File: src/rtl/alarm_clock_core.sv
// Time-of-day engine: h:m:s timekeeping, time/alarm set modes, 12/24 h display, alarm with snooze and auto-silence.
// Display outputs are combinational from registered state (0 cycles); no backpressure, buttons are single-cycle pulses.
module alarm_clock_core #(
    parameter int CLK_FREQ   = 100000000,
    parameter int SNOOZE_MIN = 5,
    parameter int RING_SEC   = 60
) (
    input  logic       CLK100MHZ,
    input  logic       CPU_RESETN,
    input  logic       btn_mode,
    input  logic       btn_up,
    input  logic       btn_down,
    input  logic       sec_clr,
    input  logic       sw_12h,
    input  logic       alarm_en,
    output logic [4:0] disp_hour,
    output logic [5:0] disp_min,
    output logic [5:0] disp_sec,
    output logic       pm,
    output logic [2:0] mode,
    output logic       alarm_ring,
    output logic       sec_tick
);
    localparam int PW = $clog2(CLK_FREQ);

    typedef enum logic [2:0] {
        RUN    = 3'd0,
        SET_H  = 3'd1,
        SET_M  = 3'd2,
        SET_AH = 3'd3,
        SET_AM = 3'd4
    } mode_t;

    mode_t         mode_q, mode_d;
    logic [PW-1:0] presc;
    logic [4:0]    cur_hour, al_hour, snz_hour;
    logic [5:0]    cur_min, cur_sec, al_min, snz_min;
    logic          snz_vld, ring_q, tick_q;
    logic [7:0]    ring_cnt;

    logic          hold, tick_ev, edit, sec_wrap, min_wrap, trig, al_match, snz_match, ring_done;
    logic [5:0]    n_sec, n_min, snz_min_d;
    logic [4:0]    n_hour, snz_hour_d, hour_inc;
    logic [6:0]    snz_sum;
    logic [8:0]    cnt_nxt;

    // Up/down by one with modular wrap between 0 and top.
    function automatic logic [5:0] step_wrap(input logic [5:0] v, input logic [5:0] top, input logic up);
        if (up) return (v == top) ? 6'd0 : v + 6'd1;
        else    return (v == 6'd0) ? top : v - 6'd1;
    endfunction

    always_comb begin
        hold      = sec_clr | (mode_q == SET_H) | (mode_q == SET_M);
        tick_ev   = ~hold & (presc == PW'(CLK_FREQ - 1));
        edit      = btn_up ^ btn_down;
        sec_wrap  = (cur_sec == 6'd59);
        min_wrap  = (cur_min == 6'd59);
        hour_inc  = (cur_hour == 5'd23) ? 5'd0 : cur_hour + 5'd1;
        n_sec     = sec_wrap ? 6'd0 : cur_sec + 6'd1;
        n_min     = sec_wrap ? (min_wrap ? 6'd0 : cur_min + 6'd1) : cur_min;
        n_hour    = (sec_wrap && min_wrap) ? hour_inc : cur_hour;
        al_match  = (n_hour == al_hour) && (n_min == al_min);
        snz_match = snz_vld && (n_hour == snz_hour) && (n_min == snz_min);
        // A button press in the same cycle takes precedence over the trigger.
        trig      = tick_ev && (n_sec == 6'd0) && alarm_en && (mode_q == RUN)
                    && !btn_mode && !btn_up && (al_match || snz_match);
        snz_sum    = {1'b0, cur_min} + 7'(SNOOZE_MIN);
        snz_min_d  = (snz_sum >= 7'd60) ? 6'(snz_sum - 7'd60) : snz_sum[5:0];
        snz_hour_d = (snz_sum >= 7'd60) ? hour_inc : cur_hour;
        cnt_nxt    = {1'b0, ring_cnt} + 9'd1;
        ring_done  = (cnt_nxt >= 9'(RING_SEC));
    end

    always_comb begin
        mode_d = mode_q;
        if (btn_mode && !ring_q) begin
            case (mode_q)
                RUN:     mode_d = SET_H;
                SET_H:   mode_d = SET_M;
                SET_M:   mode_d = SET_AH;
                SET_AH:  mode_d = SET_AM;
                default: mode_d = RUN;
            endcase
        end
    end

    always_ff @(posedge CLK100MHZ or negedge CPU_RESETN) begin
        if (!CPU_RESETN) mode_q <= RUN;
        else             mode_q <= mode_d;
    end

    always_ff @(posedge CLK100MHZ or negedge CPU_RESETN) begin
        if (!CPU_RESETN) begin
            presc    <= '0;
            tick_q   <= 1'b0;
            cur_hour <= 5'd0;
            cur_min  <= 6'd0;
            cur_sec  <= 6'd0;
            al_hour  <= 5'd7;
            al_min   <= 6'd0;
        end else begin
            tick_q <= tick_ev;
            if (hold) begin
                presc   <= '0;
                cur_sec <= 6'd0;
            end else if (tick_ev) begin
                presc    <= '0;
                cur_sec  <= n_sec;
                cur_min  <= n_min;
                cur_hour <= n_hour;
            end else begin
                presc <= presc + PW'(1);
            end
            // Time edits only happen while held, so they never collide with a carry.
            if (edit) begin
                case (mode_q)
                    SET_H:   cur_hour <= 5'(step_wrap({1'b0, cur_hour}, 6'd23, btn_up));
                    SET_M:   cur_min  <= step_wrap(cur_min, 6'd59, btn_up);
                    SET_AH:  al_hour  <= 5'(step_wrap({1'b0, al_hour}, 6'd23, btn_up));
                    SET_AM:  al_min   <= step_wrap(al_min, 6'd59, btn_up);
                    default: ;
                endcase
            end
        end
    end

    always_ff @(posedge CLK100MHZ or negedge CPU_RESETN) begin
        if (!CPU_RESETN) begin
            ring_q   <= 1'b0;
            ring_cnt <= 8'd0;
            snz_vld  <= 1'b0;
            snz_hour <= 5'd0;
            snz_min  <= 6'd0;
        end else if (!alarm_en) begin
            ring_q  <= 1'b0;
            snz_vld <= 1'b0;
        end else if (ring_q && btn_mode) begin
            ring_q  <= 1'b0;
            snz_vld <= 1'b0;
        end else if (ring_q && btn_up) begin
            ring_q   <= 1'b0;
            snz_vld  <= 1'b1;
            snz_hour <= snz_hour_d;
            snz_min  <= snz_min_d;
        end else if (trig) begin
            ring_q   <= 1'b1;
            ring_cnt <= 8'd0;
            if (snz_match) snz_vld <= 1'b0;
        end else if (ring_q && tick_ev) begin
            ring_cnt <= cnt_nxt[7:0];
            if (ring_done) ring_q <= 1'b0;
        end
    end

    logic       alarm_view;
    logic [4:0] src_hour;

    always_comb begin
        alarm_view = (mode_q == SET_AH) || (mode_q == SET_AM);
        src_hour   = alarm_view ? al_hour : cur_hour;
        disp_min   = alarm_view ? al_min : cur_min;
        disp_sec   = alarm_view ? 6'd0 : cur_sec;
        pm         = (src_hour >= 5'd12);
        disp_hour  = src_hour;
        if (sw_12h) begin
            if (src_hour == 5'd0)       disp_hour = 5'd12;
            else if (src_hour > 5'd12)  disp_hour = src_hour - 5'd12;
        end
    end

    assign mode       = mode_q;
    assign alarm_ring = ring_q;
    assign sec_tick   = tick_q;
endmodule

File: config.mk
export PLATFORM = sky130hd
export DESIGN_NAME = alarm_clock_core
export DESIGN_NICKNAME = d
export VERILOG_FILES = /design/src/rtl/alarm_clock_core.sv
export SDC_FILE = /design/constraint.sdc
export NUM_CORES = 1
export LEC_CHECK = 0
export CAP_MARGIN = 0
export CORE_MARGIN = 2
export CORE_UTILIZATION = 55
export CTS_CLUSTER_DIAMETER = 100
export DETAILED_ROUTE_END_ITERATION = 16
export GPL_ROUTABILITY_DRIVEN = 0
export PLACE_DENSITY = 0.74
export SYNTH_ARGS = -nofsm -noshare
export SYNTH_HDL_FRONTEND = slang
export SYNTH_SLANG_ARGS = --single-unit
File: constraint.sdc
create_clock -name CLK100MHZ -period 3.9 [get_ports CLK100MHZ]
set_clock_uncertainty 0.15 [all_clocks]
set_input_delay 0.78 -clock CLK100MHZ [delete_from_list [all_inputs] [get_ports CLK100MHZ]]
set_output_delay 0.78 -clock CLK100MHZ [all_outputs]
set_load 0.005 [all_outputs]
==> results of run 1 <==
per-stage QoR:
stage / utilization / hold slack [ps] / total power [µW]
final: 0.625 / 284 / 4130
after global routing: 0.625 / 299 / 4420
after CTS: 0.619 / 293 / 4020
after detailed placement: 0.600 / 298 / 3390
after global placement: 0.600 / 300 / 3310
after floorplan: - / 274 / 2660
cell families (layout without fill, tap and decap cells):
group,Yosys count,in the layout,synth area share
compound gates,181,181,0.180
xor+xnor,71,71,0.102
fa+ha+maj,19,19,0.0389
buf+inv,83,98,0.0550
flops,80,80,0.328
mux,19,19,0.0317
simple gates,308,308,0.265
path summary, 6_finish.rpt:
kind                                  from          end  slack [ps]  cells past startpoint
min in group CLK100MHZ            presc[0]     presc[0]         300                      1
max in group asynchronous       CPU_RESETN  ring_cnt[2]        2830                      2
worst min-delay path            CPU_RESETN    al_min[4]         280                      2
worst max register to register  cur_min[0]      snz_vld         560                      8
worst min register to register    presc[0]     presc[0]         300                      1
worst max-delay path               mode[0]           pm         140                      8
layer usage:
metal | global-route usage | part of all wire | routed length [µm] | vias to the layer above
li1 | - | - | - | 2704
met1 | 0.372 | 0.43 | 6900 | 2729
met2 | 0.448 | 0.47 | 7560 | 243
met3 | 0.0427 | 0.070 | 1130 | 41
met4 | 0.140 | 0.031 | 492 | 0
met5 | 0 | 0 | 0 | -
state kept, by name (all words and copies together), names as in the netlist, 3 cells and up:
name      count
mode          3
cur_min       6
snz_hour      5
presc        27
al_hour       5
cur_hour      5
ring_cnt      8
snz_min       6
al_min        6
cur_sec       6
synth_stat cells (6+ instances only):
library cell,number,area share
inv_1,27,0.017
and2_1,10,0.010
xnor2_1,40,0.057
a221oi_1,7,0.010
xor2_1,31,0.044
a21oi_1,49,0.040
a31oi_1,10,0.010
mux2i_1,16,0.026
o21ai_0,64,0.052
clkbuf_1,35,0.021
or3_1,7,0.0072
nand2b_1,15,0.015
and3_1,17,0.017
nor2_1,78,0.048
ha_1,19,0.039
o22ai_1,7,0.0072
nand4_1,12,0.012
buf_2,13,0.011
nor3_1,30,0.025
nand2_1,73,0.045
nor2b_1,6,0.0061
dfrtp_1,77,0.31
nand3_1,28,0.023
cell type report:
class / count / area (µm²) / area share
sequential: 80 / 2010 / 0.297
multi-input combinational: 598 / 3820 / 0.564
tap: 140 / 175 / 0.0259
clock buffer: 9 / 124 / 0.0183
clock inverter: 7 / 53.8 / 0.00795
timing repair buffer: 54 / 487 / 0.0719
inverter: 28 / 105 / 0.0155
power by group through the flow:
stage / combinational [µW] / clock, µW / sequential, µW
6_report: 2320 / 581 / 1230
5_1_grt: 2540 / 626 / 1250
4_1_cts: 2210 / 595 / 1210
3_5_place_dp: 2160 / 0 / 1220
3_3_place_gp: 2090 / 0 / 1220
2_1_floorplan: 1620 / 0 / 1030
critical path, delay by kind of cell, from the launching register on:
family | cells | cell delay, ps
AO/OA/AOI/OAI | 3 | 990
buffers and inverters | 2 | 590
AND/OR/NAND/NOR | 3 | 470
flip-flops | 1 | 410
what timing repair did:
item | CTS | global route
cloned | 0 | 0
endpoints found under the setup margin | 4 | 3
resized for setup | 3 | 15
pin swaps | 0 | 1
setup buffers | 2 | 3
==> reports/results.ini, run 1 <==
[sta]
finalCritPeriodShare = 0.965
grt_setup_unrepaired = false
tightest_slew_ps = 788
setup_tns_ps = 0
slew_viol_final = 0
relSlewSlack = 0.473
fmax_mhz = 266
fin_crit_ps = 3760
hold_viol_final = 0
setup_viol = 0
setup_ws_ps = 135

[logic_synthesis]
synth_cell_types = 69
ys.flop_type = dfrtp_1
async_flop_share = 1.00
post_synth_inst_count = 761
ys_warn_count = 0
syn_avg_cell_area_um2 = 8.04
synth_area_mm2 = 0.00612
synth_seq_area_share = 0.328
synth-seq-cells = 80
synth_edf_count = 0
syn_nets = 788

[worst_setup_path]
slowest_delay_ps = 520
arrival_ps = 2830
cp_slowest_cell = a21oi_1
cp_max_fo = 9
path_cells = buf_6, nand3b_1, o21a_1, nor2_1, a21oi_1, o21ai_0, or2_2, clkdlybuf4s50_1
critPathLaunchType = register
cp.required_ps = 2970
path_class = reg -> out
crit_path_end_kind = output pin

[finish]
areaGrowthSynthToFinish_pct = 10.7
antenna_cells = 0
final_common_cell = nor2_1
mostFrequentLayoutCells = 78 x nor2_1, 75 x dfrtp_1, 73 x nand2_1
finalNetCount = 798
layout-drive-gt1-share = 0.0941
final_cell_area_mm2 = 0.00677
nFillCells = 962
final_cells = 916

[power]
p_int_uw = 2220
max-vdd-ir-drop_v = 0.000481
p_sw_uw = 1920
pwr-share-seq = 0.298
p_comb_frac = 0.562
p_clk_frac = 0.141
power_density_mw_per_mm2 = 611
p_leak_uw = 0.00278
switching_share = 0.464

[drt]
post_drt_wl_per_cell_um = 17.6
drt_wl_total_um = 16100
via_per_inst = 6.24
dr.pass1.iters = 5
ant_nets = 0
post-route-drc-count = 0
via_count = 5717
drt_first_iter_violations = 495

[global_route]
grt_max_degree = 49
grt_antenna_before_repair = 0
grt_pass1_wl_um = 26600
first_global_vias = 5477
gr-total-overflow = 0
grt_usage = 0.281

[clock_tree]
cts_buffers = 9
ctsHoldBuffers = 0
path_clk_slew_ps = 90
clk_path_buf_depth = 2
clkLatencyLatePin_ps = 380
cts_root_buffer = clkbuf_8
cts_tree = yes
clock-sinks = 80
h-tree-depth = 3

[placement]
dp_hpwl_um = 11300
dp_slack_ps = 240
io_buffers = 30
dp.cells = 895
dpl-instance-area_mm2 = 0.00650

[floorplanning]
coreArea_mm2 = 0.0108
die_area_mm2 = 0.0120
ioPinCount = 31
rows = 38
die_y_um = 109
die_w_um = 109
start_util = 0.564

[hold_path]
hold_path.class = in -> async

[run]
cap_violations = 0

[status]
status = complete, no violations

Note: power is estimated with default switching activity, not from simulation.
==> run 2: changes to the inputs <==
Settings changed: SLEW_MARGIN set to 20.
==> results of run 2 <==
No change in the layout: final DEF, timing and power equal those of run 1.
